File: config.mk
export PLATFORM = sky130hd
export DESIGN_NAME = move_scheduler_flat
export DESIGN_NICKNAME = d
export VERILOG_FILES = /design/src/rtl/move_scheduler_if.sv /design/src/rtl/move_scheduler.sv /design/src/flat_wrapper.sv
export SDC_FILE = /design/constraint.sdc
export NUM_CORES = 1
export LEC_CHECK = 0
export BUFFER_PORTS_ARGS = -buffer_cell sky130_fd_sc_hd__buf_4
export CAP_MARGIN = 0
export CELL_PAD_IN_SITES_DETAIL_PLACEMENT = 0
export CELL_PAD_IN_SITES_GLOBAL_PLACEMENT = 2
export CORE_MARGIN = 1
export CORE_UTILIZATION = 38
export DETAILED_ROUTE_END_ITERATION = 12
export PLACE_DENSITY_LB_ADDON = 0.1
export SETUP_SLACK_MARGIN = 0.1
export SLEW_MARGIN = 15
export SYNTH_ARGS = -nofsm -noshare
export SYNTH_HDL_FRONTEND = slang
export SYNTH_SLANG_ARGS = --single-unit
export TNS_END_PERCENT = 20
File: constraint.sdc
create_clock -name clk -period 2.46 [get_ports clk]
set_input_delay 0.369 -clock clk [delete_from_list [all_inputs] [get_ports clk]]
set_output_delay 0.369 -clock clk [all_outputs]
set_load 0.02 [all_outputs]
File: src/rtl/move_scheduler_if.sv
// Step handshake and key/position signals between the keyboard-side scheduler and game logic.
interface move_scheduler_if #(
  parameter int X_W = 4,
  parameter int Y_W = 4
);
  logic [3:0]     dir_held;
  logic           clear;
  logic           step_ready;
  logic           step_valid;
  logic [1:0]     step_dir;
  logic [X_W-1:0] pos_x;
  logic [Y_W-1:0] pos_y;
  logic           bump;

  modport master (
    input  dir_held, clear, step_ready,
    output step_valid, step_dir, pos_x, pos_y, bump
  );

  modport slave (
    output dir_held, clear, step_ready,
    input  step_valid, step_dir, pos_x, pos_y, bump
  );
endinterface

File: src/rtl/move_scheduler.sv
// Held-key vector -> rate-limited typematic steps with a clamped grid position.
// Key rise to step_valid is two cycles; an offered step holds until accepted, timers freeze meanwhile.
module move_scheduler #(
  parameter int DELAY_CYC  = 25_000_000,
  parameter int REPEAT_CYC = 10_000_000,
  parameter int X_MAX      = 15,
  parameter int Y_MAX      = 11,
  parameter int X_INIT     = 0,
  parameter int Y_INIT     = 0,
  parameter int CNT_W      = 25
) (
  input logic              clk,
  input logic              rst,
  move_scheduler_if.master bus
);
  localparam int X_W = $clog2(X_MAX + 1);
  localparam int Y_W = $clog2(Y_MAX + 1);
  localparam logic [CNT_W-1:0] D_LAST = CNT_W'(DELAY_CYC - 1);
  localparam logic [CNT_W-1:0] R_LAST = CNT_W'(REPEAT_CYC - 1);
  localparam logic [X_W-1:0]   X_TOP  = X_W'(X_MAX);
  localparam logic [Y_W-1:0]   Y_TOP  = Y_W'(Y_MAX);
  localparam logic [X_W-1:0]   X_RST  = X_W'(X_INIT);
  localparam logic [Y_W-1:0]   Y_RST  = Y_W'(Y_INIT);

  typedef enum logic [2:0] {IDLE, FIRST, WAIT_D, RPT, WAIT_R} state_t;

  state_t         state, state_nxt;
  logic [3:0]     dir_q;
  logic           own_vld, own_vld_nxt;
  logic [1:0]     own_dir, own_dir_nxt;
  logic           own_chg, owner_held;
  logic           restart;
  logic [CNT_W-1:0] timer;
  logic [1:0]     step_dir_q;
  logic [X_W-1:0] x_q;
  logic [Y_W-1:0] y_q;
  logic           bump_q;
  logic           step_vld, accept;
  logic           load_dir, enter_first, timer_clr;
  logic [3:0]     rise;

  // {found, dir}: UP > DOWN > LEFT > RIGHT, dir code d lives at key bit 3-d
  function automatic logic [2:0] pick(input logic [3:0] keys);
    logic [2:0] r;
    r = 3'b000;
    if (keys[3])      r = 3'b100;
    else if (keys[2]) r = 3'b101;
    else if (keys[1]) r = 3'b110;
    else if (keys[0]) r = 3'b111;
    return r;
  endfunction

  assign rise       = bus.dir_held & ~dir_q;
  assign owner_held = own_vld & bus.dir_held[~own_dir];
  assign step_vld   = (state == FIRST) || (state == RPT);
  assign accept     = step_vld & bus.step_ready;

  always_comb begin
    {own_vld_nxt, own_dir_nxt} = {own_vld, own_dir};
    if (|rise)            {own_vld_nxt, own_dir_nxt} = pick(rise);
    else if (!owner_held) {own_vld_nxt, own_dir_nxt} = pick(bus.dir_held);
  end

  assign own_chg = own_vld_nxt && (!own_vld || (own_dir_nxt != own_dir));

  always_comb begin
    state_nxt   = state;
    load_dir    = 1'b0;
    enter_first = 1'b0;
    timer_clr   = 1'b0;
    case (state)
      IDLE: if (own_vld) begin
        state_nxt   = FIRST;
        load_dir    = 1'b1;
        enter_first = 1'b1;
      end
      FIRST, RPT: if (accept) begin
        if (!own_vld) state_nxt = IDLE;
        else if (restart) begin
          state_nxt   = FIRST;
          load_dir    = 1'b1;
          enter_first = 1'b1;
        end else begin
          state_nxt = (state == FIRST) ? WAIT_D : WAIT_R;
          timer_clr = 1'b1;
        end
      end
      WAIT_D, WAIT_R: begin
        if (!own_vld) state_nxt = IDLE;
        else if (restart) begin
          state_nxt   = FIRST;
          load_dir    = 1'b1;
          enter_first = 1'b1;
        end else if (timer == ((state == WAIT_D) ? D_LAST : R_LAST)) begin
          state_nxt = RPT;
          load_dir  = 1'b1;
        end
      end
      default: state_nxt = IDLE;
    endcase
  end

  always_ff @(posedge clk or posedge rst) begin
    if (rst) dir_q <= 4'b0000;
    else     dir_q <= bus.dir_held;
  end

  always_ff @(posedge clk or posedge rst) begin
    if (rst) begin
      state      <= IDLE;
      own_vld    <= 1'b0;
      own_dir    <= 2'd0;
      restart    <= 1'b0;
      timer      <= '0;
      step_dir_q <= 2'd0;
    end else if (bus.clear) begin
      state      <= IDLE;
      own_vld    <= 1'b0;
      own_dir    <= 2'd0;
      restart    <= 1'b0;
      timer      <= '0;
      step_dir_q <= 2'd0;
    end else begin
      state   <= state_nxt;
      own_vld <= own_vld_nxt;
      own_dir <= own_dir_nxt;
      // a change seen while a step is pending is remembered until FIRST is re-entered
      if (own_chg)          restart <= 1'b1;
      else if (enter_first) restart <= 1'b0;
      // timer holds cycles elapsed since the accept, so the next offer lands exactly LAST+1 later
      if (timer_clr) timer <= CNT_W'(1);
      else if ((state == WAIT_D) || (state == WAIT_R)) timer <= timer + 1'b1;
      if (load_dir) step_dir_q <= own_dir;
    end
  end

  always_ff @(posedge clk or posedge rst) begin
    if (rst) begin
      x_q    <= X_RST;
      y_q    <= Y_RST;
      bump_q <= 1'b0;
    end else if (bus.clear) begin
      x_q    <= X_RST;
      y_q    <= Y_RST;
      bump_q <= 1'b0;
    end else begin
      bump_q <= 1'b0;
      if (accept) begin
        case (step_dir_q)
          2'd0:    if (y_q == '0)   bump_q <= 1'b1; else y_q <= y_q - 1'b1;
          2'd1:    if (y_q == Y_TOP) bump_q <= 1'b1; else y_q <= y_q + 1'b1;
          2'd2:    if (x_q == '0)   bump_q <= 1'b1; else x_q <= x_q - 1'b1;
          default: if (x_q == X_TOP) bump_q <= 1'b1; else x_q <= x_q + 1'b1;
        endcase
      end
    end
  end

  assign bus.step_valid = step_vld;
  assign bus.step_dir   = step_dir_q;
  assign bus.pos_x      = x_q;
  assign bus.pos_y      = y_q;
  assign bus.bump       = bump_q;
endmodule
File: src/flat_wrapper.sv
// flat-port wrapper written by rule: the top's interface ports become plain ports
module move_scheduler_flat 
#(
  parameter int DELAY_CYC  = 25_000_000,
  parameter int REPEAT_CYC = 10_000_000,
  parameter int X_MAX      = 15,
  parameter int Y_MAX      = 11,
  parameter int X_INIT     = 0,
  parameter int Y_INIT     = 0,
  parameter int CNT_W      = 25
)
  (clk, rst, bus_dir_held, bus_clear, bus_step_ready, bus_step_valid, bus_step_dir, bus_pos_x, bus_pos_y, bus_bump);
  move_scheduler_if bus_i ();
  input logic clk;
  input logic rst;
  input wire logic [$bits(bus_i.dir_held)-1:0] bus_dir_held;
  input wire logic [$bits(bus_i.clear)-1:0] bus_clear;
  input wire logic [$bits(bus_i.step_ready)-1:0] bus_step_ready;
  output wire logic [$bits(bus_i.step_valid)-1:0] bus_step_valid;
  output wire logic [$bits(bus_i.step_dir)-1:0] bus_step_dir;
  output wire logic [$bits(bus_i.pos_x)-1:0] bus_pos_x;
  output wire logic [$bits(bus_i.pos_y)-1:0] bus_pos_y;
  output wire logic [$bits(bus_i.bump)-1:0] bus_bump;
  assign bus_i.dir_held = bus_dir_held;
  assign bus_i.clear = bus_clear;
  assign bus_i.step_ready = bus_step_ready;
  assign bus_step_valid = bus_i.step_valid;
  assign bus_step_dir = bus_i.step_dir;
  assign bus_pos_x = bus_i.pos_x;
  assign bus_pos_y = bus_i.pos_y;
  assign bus_bump = bus_i.bump;
  move_scheduler #(.DELAY_CYC(DELAY_CYC), .REPEAT_CYC(REPEAT_CYC), .X_MAX(X_MAX), .Y_MAX(Y_MAX), .X_INIT(X_INIT), .Y_INIT(Y_INIT), .CNT_W(CNT_W)) u_core (.clk(clk), .rst(rst), .bus(bus_i));
endmodule
After elaboration in Yosys (flattened, before gate mapping)
Cells that the tools add are included.
Widths: inputs -> output; s select.
{ "word_totals": {"register_bits": 47, "inputBits": 8, "output_inout_bits": 12, "elab_cells": 125} }
{ "classes": {"n_addsub": 5, "magnitude_cmp": 1, "eq_ne": 18, "n_mux": 65, "bitwise_logic": 5, "n_reduce_logical": 21} }
{ "ops": {"columns": ["cell", "n"], "rows": [
  ["$mux 25", 4],
  ["$mux 3", 17],
  ["$mux 4", 8],
  ["$add 25x1->25 const B", 1],
  ["$eq 25x25->1", 1],
  ["$mux 1", 24],
  ["$pmux 4 s2", 2],
  ["$ne 3x3->1 const B", 4],
  ["$mux 2", 5],
  ["$pmux 1 s3", 3],
  ["$pmux 3 s3", 1],
  ["$reduce_bool 3->1", 3],
  ["$add 4x1->4 const B", 2],
  ["$eq 4x4->1 const B", 2],
  ["$logic_not 4->1", 2],
  ["$reduce_and 4->1", 2],
  ["$sub 4x1->4 const B", 2],
  ["$eq 3x2->1 const B", 2],
  ["$ne 3x2->1 const B", 2],
  ["$reduce_or 2->1", 3],
  ["$ne 5x5->1 const B", 1],
  ["$and 4x4->4", 1],
  ["$not 4->4", 1],
  ["$reduce_bool 2->1", 2],
  ["17 further kinds", 20]
]} }

Logic depth before layout (Yosys ltp)
{ "logic_depth": {"word_depth": 12, "mapped_depth": 8} }

Worst setup path after synthesis
No wires, ideal clock.
{ "synth_timing": {"path_kind": "register to register", "from": "register u_core.state[2]", "to": "register u_core.y_q[3] (netlist: u_core.bus.pos_y[3])", "t_arrival_ps": 1872, "required_time_ps": 2382, "setup_slack_ps": 510, "stages_incl_launch_ff": 8, "path_buffers": 2, "synth_period_minus_slack_ps": 1950, "path_cell_list": "dfrtp_1 > buf_2 > and2b_1 > nand2_1 > or3_1 > buf_2 > or3_1 > a21oi_1"} }
{ "synth_between": {"elab_chain_cells": 5, "elab_cells_between_ends": 6, "classes_between": "eq/ne: 2; bitwise: 1; reduce/logical: 3"} }
{ "synth_lines": {"columns": ["item", "line", "text"], "rows": [
  ["from (decl)", "move_scheduler.sv:27", "state_t state, state_nxt;"],
  ["from (signal assigned)", "move_scheduler.sv:124", "state <= state_nxt;"],
  ["$eq 3x1->1 or $eq 3x2->1 (tied branches)", "move_scheduler.sv:55", "assign step_vld = (state == FIRST) || (state == RPT);"],
  ["$logic_or 1x1->1 (*)", "move_scheduler.sv:55", null],
  ["named net bus_step_valid", "flat_wrapper.sv:19", "output wire logic [$bits(bus_i.step_valid)-1:0] bus_step_valid;"],
  ["$and 1x1->1 (*)", "move_scheduler.sv:56", "assign accept = step_vld & bus.step_ready;"],
  ["$reduce_bool 2->1 (no line) (*)", null, null],
  ["$reduce_and 4->1 (no line) (*)", null, null],
  ["to (signal assigned)", "move_scheduler.sv:140", "y_q <= Y_RST;"],
  ["to (signal assigned)", "move_scheduler.sv:144", "y_q <= Y_RST;"],
  ["to (signal assigned)", "move_scheduler.sv:150", "2'd0: if (y_q == '0) bump_q <= 1'b1; else y_q <= y_q - 1'b1;"],
  ["to (decl)", "move_scheduler.sv:36", "logic [Y_W-1:0] y_q;"]
]} }
Mark *: on every way through the listed nets, which the timed path passes. The rest lies on a longest branch.
A chain may end at the register's enable or synchronous reset.

Worst setup path after layout
{ "layout_timing": {"from": "register u_core.state[1]", "to": "register u_core.step_dir_q[0] (netlist: u_core.bus.step_dir[0])"} }
{ "layout_between": {"elab_chain_cells": 8, "elab_cells_between_ends": 17, "classes_between": "eq/ne: 5; mux: 6; bitwise: 1; reduce/logical: 5"} }
{ "layout_lines": {"columns": ["item", "line", "text"], "rows": [
  ["$eq 3x2->1", "move_scheduler.sv:71, move_scheduler.sv:94", null],
  ["$mux 25", "move_scheduler.sv:94", "end else if (timer == ((state == WAIT_D) ? D_LAST : R_LAST)) begin"],
  ["$eq 25x25->1", "move_scheduler.sv:94", null],
  ["$mux 1", "move_scheduler.sv:94", null],
  ["$mux 1", "move_scheduler.sv:90", "else if (restart) begin"],
  ["$mux 1", "move_scheduler.sv:89", "if (!own_vld) state_nxt = IDLE;"],
  ["$pmux 1 s3 (*)", "move_scheduler.sv:71", "case (state)"],
  ["$reduce_bool 2->1 (no line) (*)", null, null],
  ["to (signal assigned)", "move_scheduler.sv:133", "if (load_dir) step_dir_q <= own_dir;"],
  ["to (decl)", "move_scheduler.sv:34", "logic [1:0] step_dir_q;"]
]} }
Every way passes the cells marked *; elsewhere a longest branch is shown, timed or not.

==> flow_results.org <==
** Status
- The run finished with clean final reports.

** Floorplanning
- The die is 87.2 um wide.
- The initial utilization of the core area, before any placement, comes to 39.9%.
- After floorplanning, the core was sized to cover 6910 um2.
- Height of the chip :: 87.2 um
- Full die area :: 7600 um2
- 20 I/O pins were placed.
- After floorplanning, the core was divided into 30 placement rows.

** Route
- The routed layout has 2145 vias.
- Count of TritonRoute iterations in the first routing pass :: 4
- After detailed routing, the number of vias per cell comes to 5.21.
- First-iteration detailed-routing DRC count :: 72
- DRT Wirelength :: 5920 um
- The count of nets left with antenna violations once routing finished came out at 0.
- In the routed design, unresolved DRC markers number 0.
- Mean routed wirelength per cell :: 14.4 um

** Critical path
- Cell Chain, Critical Path :: or3b_2, o32ai_1, a41o_1, mux2i_1
- CP delay by family, top :: compound AO/OA/AOI/OAI gates
- Measured in cells, the most critical reg-to-reg path has a length of 4.
- For this run, the slowest stage of the critical path takes 0.54 ns.
- The slowest stage of the critical path is the sky130_fd_sc_hd__dfrtp_1 cell.
- Data arrives at the worst endpoint at 2.31 ns.
- Data required time at the worst endpoint :: 2.69 ns
- Critical Path Stages :: 4
- Worst r2r dst :: u_core.bus.step_dir[0]
- The worst setup path is captured at a register.
- Reg2Reg Launch Point :: u_core.state[1]
- Category of the critical setup timing path :: register to register
- Highest fanout seen on the critical path :: 10
- Following the worst setup path forward leads to its endpoint at u_core.bus.step_dir[0].
- The critical path starts at u_core.state[1].
- Together, buffers and inverters on the worst path number 0.
- STA classifies the critical path startpoint as a register.
- Flop-to-flop setup slack :: 0.38 ns

** GRT
- Global route total overflow :: 0
- Global routing consumed, on the met2 layer, 28.3% of the routing resources.
- Peak-usage layer in the global routing report :: met2
- Global routing consumed, on the met3 layer, 3.60% of the routing resources.
- Total global routing track utilization :: 17.7%
- The number of global-route vias before repair is 2101.
- The initial antenna violation count came to 0.
- Wire length of the first global-routing pass :: 10300 um
- Pin count of the biggest net entering global routing :: 25
- Routing usage on met1 :: 24.1%

** Power
- P_int :: 0.00106 W
- The completed layout was analyzed and its total power is 0.00143 W.
- Summed over all cells, the static leakage comes to 1.35 nW.
- Across the VDD grid, the largest voltage drop is 0.000198 V.
- PwrDens :: 462 nW/um2
- The clock network accounts for 31.8% of the total power.
- Net switching is 26.2% of the power.
- Per report_power, the sequential group accounts for 56.4% of the total.
- Summed over all nets, the switching power comes to 0.000376 W.
- Share of total power in combinational logic :: 11.8%

** Synth
- Most common flop cell mapped by yosys :: sky130_fd_sc_hd__dfrtp_1
- Mapped Avg Cell Area :: 9.35 um2
- In the post-synthesis netlist, the cell with the most instances is sky130_fd_sc_hd__dfrtp_1.
- Post-Synthesis Cells :: 295
- List of most frequent post-synthesis cells :: sky130_fd_sc_hd__dfrtp_1 (47), sky130_fd_sc_hd__nor2_1 (41), sky130_fd_sc_hd__xor2_1 (22)
- The biggest area contributor in the post-synthesis netlist is sky130_fd_sc_hd__dfrtp_1.
- Summing the areas of all and, or, nand and nor instances in the mapped netlist gives 27.5% of the synthesized area.
- Summing the areas of all compound-gate instances in the mapped netlist gives 9.26% of the synthesized area.
- When the netlist entered floorplanning its net count stood at 310.
- XOR/XNOR Fraction of Synth Area :: 10.4%
- Sorting the synthesized cells by area gives the leading types as sky130_fd_sc_hd__dfrtp_1 (43%), sky130_fd_sc_hd__xor2_1 (7.0%), sky130_fd_sc_hd__nor2_1 (5.6%).
- Ys async rst share :: 100%
- Counting distinct cell types in the post-synthesis netlist gives 50.
- Synthesized-area fraction occupied by adder cells :: 3.72%
- Combinational family with the most area after synthesis :: simple AND/OR/NAND/NOR gates
- After synthesis, the share of cell area in mux cells is 3.77%.
- Number of enable-type register cells in the synthesized netlist :: 0
- Area share of the leading cell type in the synthesized netlist :: 42.6%
- Yosys printed 0 warnings.
- Summing the sequential cell areas from Yosys gives 42.6% of the chip area.
- Netlist area before placement :: 2760 um2
- Post-synthesis sequential element count :: 47

** Timing
- The max-slew violation count came to 0.
- Number of failing setup endpoints in the final timing report :: 0
- The clock arrives with 0.00761 ns of skew.
- Subtracting the final worst setup slack from the clock period gives 2.08 ns.
- The worst pin sits at a relative slew slack of 56.9%.
- Fin worst setup slack :: 0.378 ns
- Setup repair after global routing left no endpoint under its margin.
- After routing, the total negative slack on setup checks comes to 0 ns.
- Period utilization :: 84.6%
- Hold violation total from the final report :: 0
- Timing-limited maximum frequency :: 480 MHz
- For the pin with the worst max-slew slack, the measured transition is 0.642 ns.

** Hold path
- Hold WC Path Type :: primary input to asynchronous set/reset pin

** Clocking
- TritonCTS clock tree :: yes
- The tree is rooted in a sky130_fd_sc_hd__clkbuf_8.
- Total clock buffers created by CTS :: 5
- Clock tree synthesis found a total of 47 sinks.
- Buffer count from post-CTS setup fixing :: 0
- Clock transition at the registers of the reported paths :: 0.09 ns
- Clock latency on the worst-skew pair, taken at its later pin, is 0.30 ns.
- In this run, post-CTS repair resized a total of 0 instances.
- CTS Hold Buffers Added :: 0
- The longest clock path from root to sink contains 2 buffers.
- H-tree Lvls :: 2

** Place
- Half-perimeter wire length after detailed placement :: 4260 um
- At the placement stage, the worst setup path has a slack of 0.429 ns.
- Summing all placed instances gives a cell area of 3020 um2.
- Port Buffer Count :: 19
- Including well taps, the total number of placed cells is 404.
- The congestion estimate from routability-driven global placement came to 0.786.

** Finish
- Proportion of layout cells with a drive suffix above 1 :: 12.0%
- For this run, the post-layout net count is 330.
- Filler cell count :: 707
- Design area :: 3100 um2
- Antenna diode count :: 0
- Number of standard cells in the final layout excluding fillers :: 412
- Area added between synthesis and finish :: 12.4%

** Flow run
- Max-cap violation count :: 0
## how the worst min path moves through the flow
stage	endpoint	slack [ns]	cells after the start	start
after floorplan	u_core.dir_q[0]	0.40	0	bus_dir_held[0]
after global placement	u_core.timer[4]	0.46	2	rst
after detailed placement	u_core.timer[4]	0.46	2	rst
after CTS	u_core.timer[2]	0.14	2	rst
after global routing	u_core.timer[4]	0.15	2	rst
final	u_core.timer[2]	0.11	2	rst
## state kept, by name, indices dropped and copies added, names as in the netlist, 2 cells and up
signal,count
u_core.bus.pos_x,4
u_core.bus.pos_y,4
u_core.bus.step_dir,2
u_core.dir_q,4
u_core.own_dir,2
u_core.state,3
u_core.timer,25
## area by class of cell
cell class | count | area [um2] | share of cell area (%)
clock buffers | 7 | 76.3 | 2.46
clock inverters | 1 | 5.00 | 0.161
multi-input cells | 230 | 1510 | 48.6
inverters | 8 | 30.0 | 0.969
flip-flops and latches | 47 | 1180 | 37.9
repair buffers | 23 | 185 | 5.97
well taps | 96 | 120 | 3.87
## per-stage QoR
step | hold WS (ns) | util (%)
final | 0.110 | 44.9
after global routing | 0.149 | 44.9
after CTS | 0.136 | 44.9
after detailed placement | 0.465 | 43.7
after global placement | 0.462 | 43.7
after floorplan | 0.400 | -
## layer usage
layer	routed length, um	up-vias
met5	0	-
met4	77	0
met3	124	6
met2	2840	24
met1	2880	1037
li1	-	1078
## cells by family after synthesis
family	after synthesis
simple gates	143
fa+ha+maj	7
mux	10
xor+xnor	32
compound gates	38
buf+inv	18
flops	47
## cell usage in the layout, fill, tap and decap left out, types with 5 or more instances in the layout
cell type,instances
sky130_fd_sc_hd__dfrtp_1,47
sky130_fd_sc_hd__xor2_1,22
sky130_fd_sc_hd__nand2b_1,7
sky130_fd_sc_hd__a21oi_1,10
sky130_fd_sc_hd__nor2b_1,7
sky130_fd_sc_hd__mux2i_1,7
sky130_fd_sc_hd__nor2_1,41
sky130_fd_sc_hd__ha_1,5
sky130_fd_sc_hd__and4_1,5
sky130_fd_sc_hd__inv_1,6
sky130_fd_sc_hd__nand4_1,8
sky130_fd_sc_hd__nand2_1,21
sky130_fd_sc_hd__o21ai_0,9
sky130_fd_sc_hd__nand3_1,20
sky130_fd_sc_hd__xnor2_1,9
sky130_fd_sc_hd__and3_1,7
sky130_fd_sc_hd__nor3_1,7
sky130_fd_sc_hd__buf_4,22
sky130_fd_sc_hd__clkbuf_8,5
## power groups by stage
stage | clock network, W | registers [W] | logic, W
global route | 0.000516 | 0.000811 | 0.000192
detailed placement | 0 | 0.000823 | 0.000173
finish | 0.000456 | 0.000808 | 0.000169
floorplan | 0 | 0.000823 | 0.000112
CTS | 0.000477 | 0.000808 | 0.000174
global placement | 0 | 0.000824 | 0.000175
## worst reg2reg max path: stages (launching register included)
cell	delay, ns
sky130_fd_sc_hd__dfrtp_1	0.54
sky130_fd_sc_hd__or3b_2	0.54
sky130_fd_sc_hd__o32ai_1	0.41
sky130_fd_sc_hd__a41o_1	0.32
sky130_fd_sc_hd__mux2i_1	0.20
No activity file was read; power rests on OpenSTA's default activity.
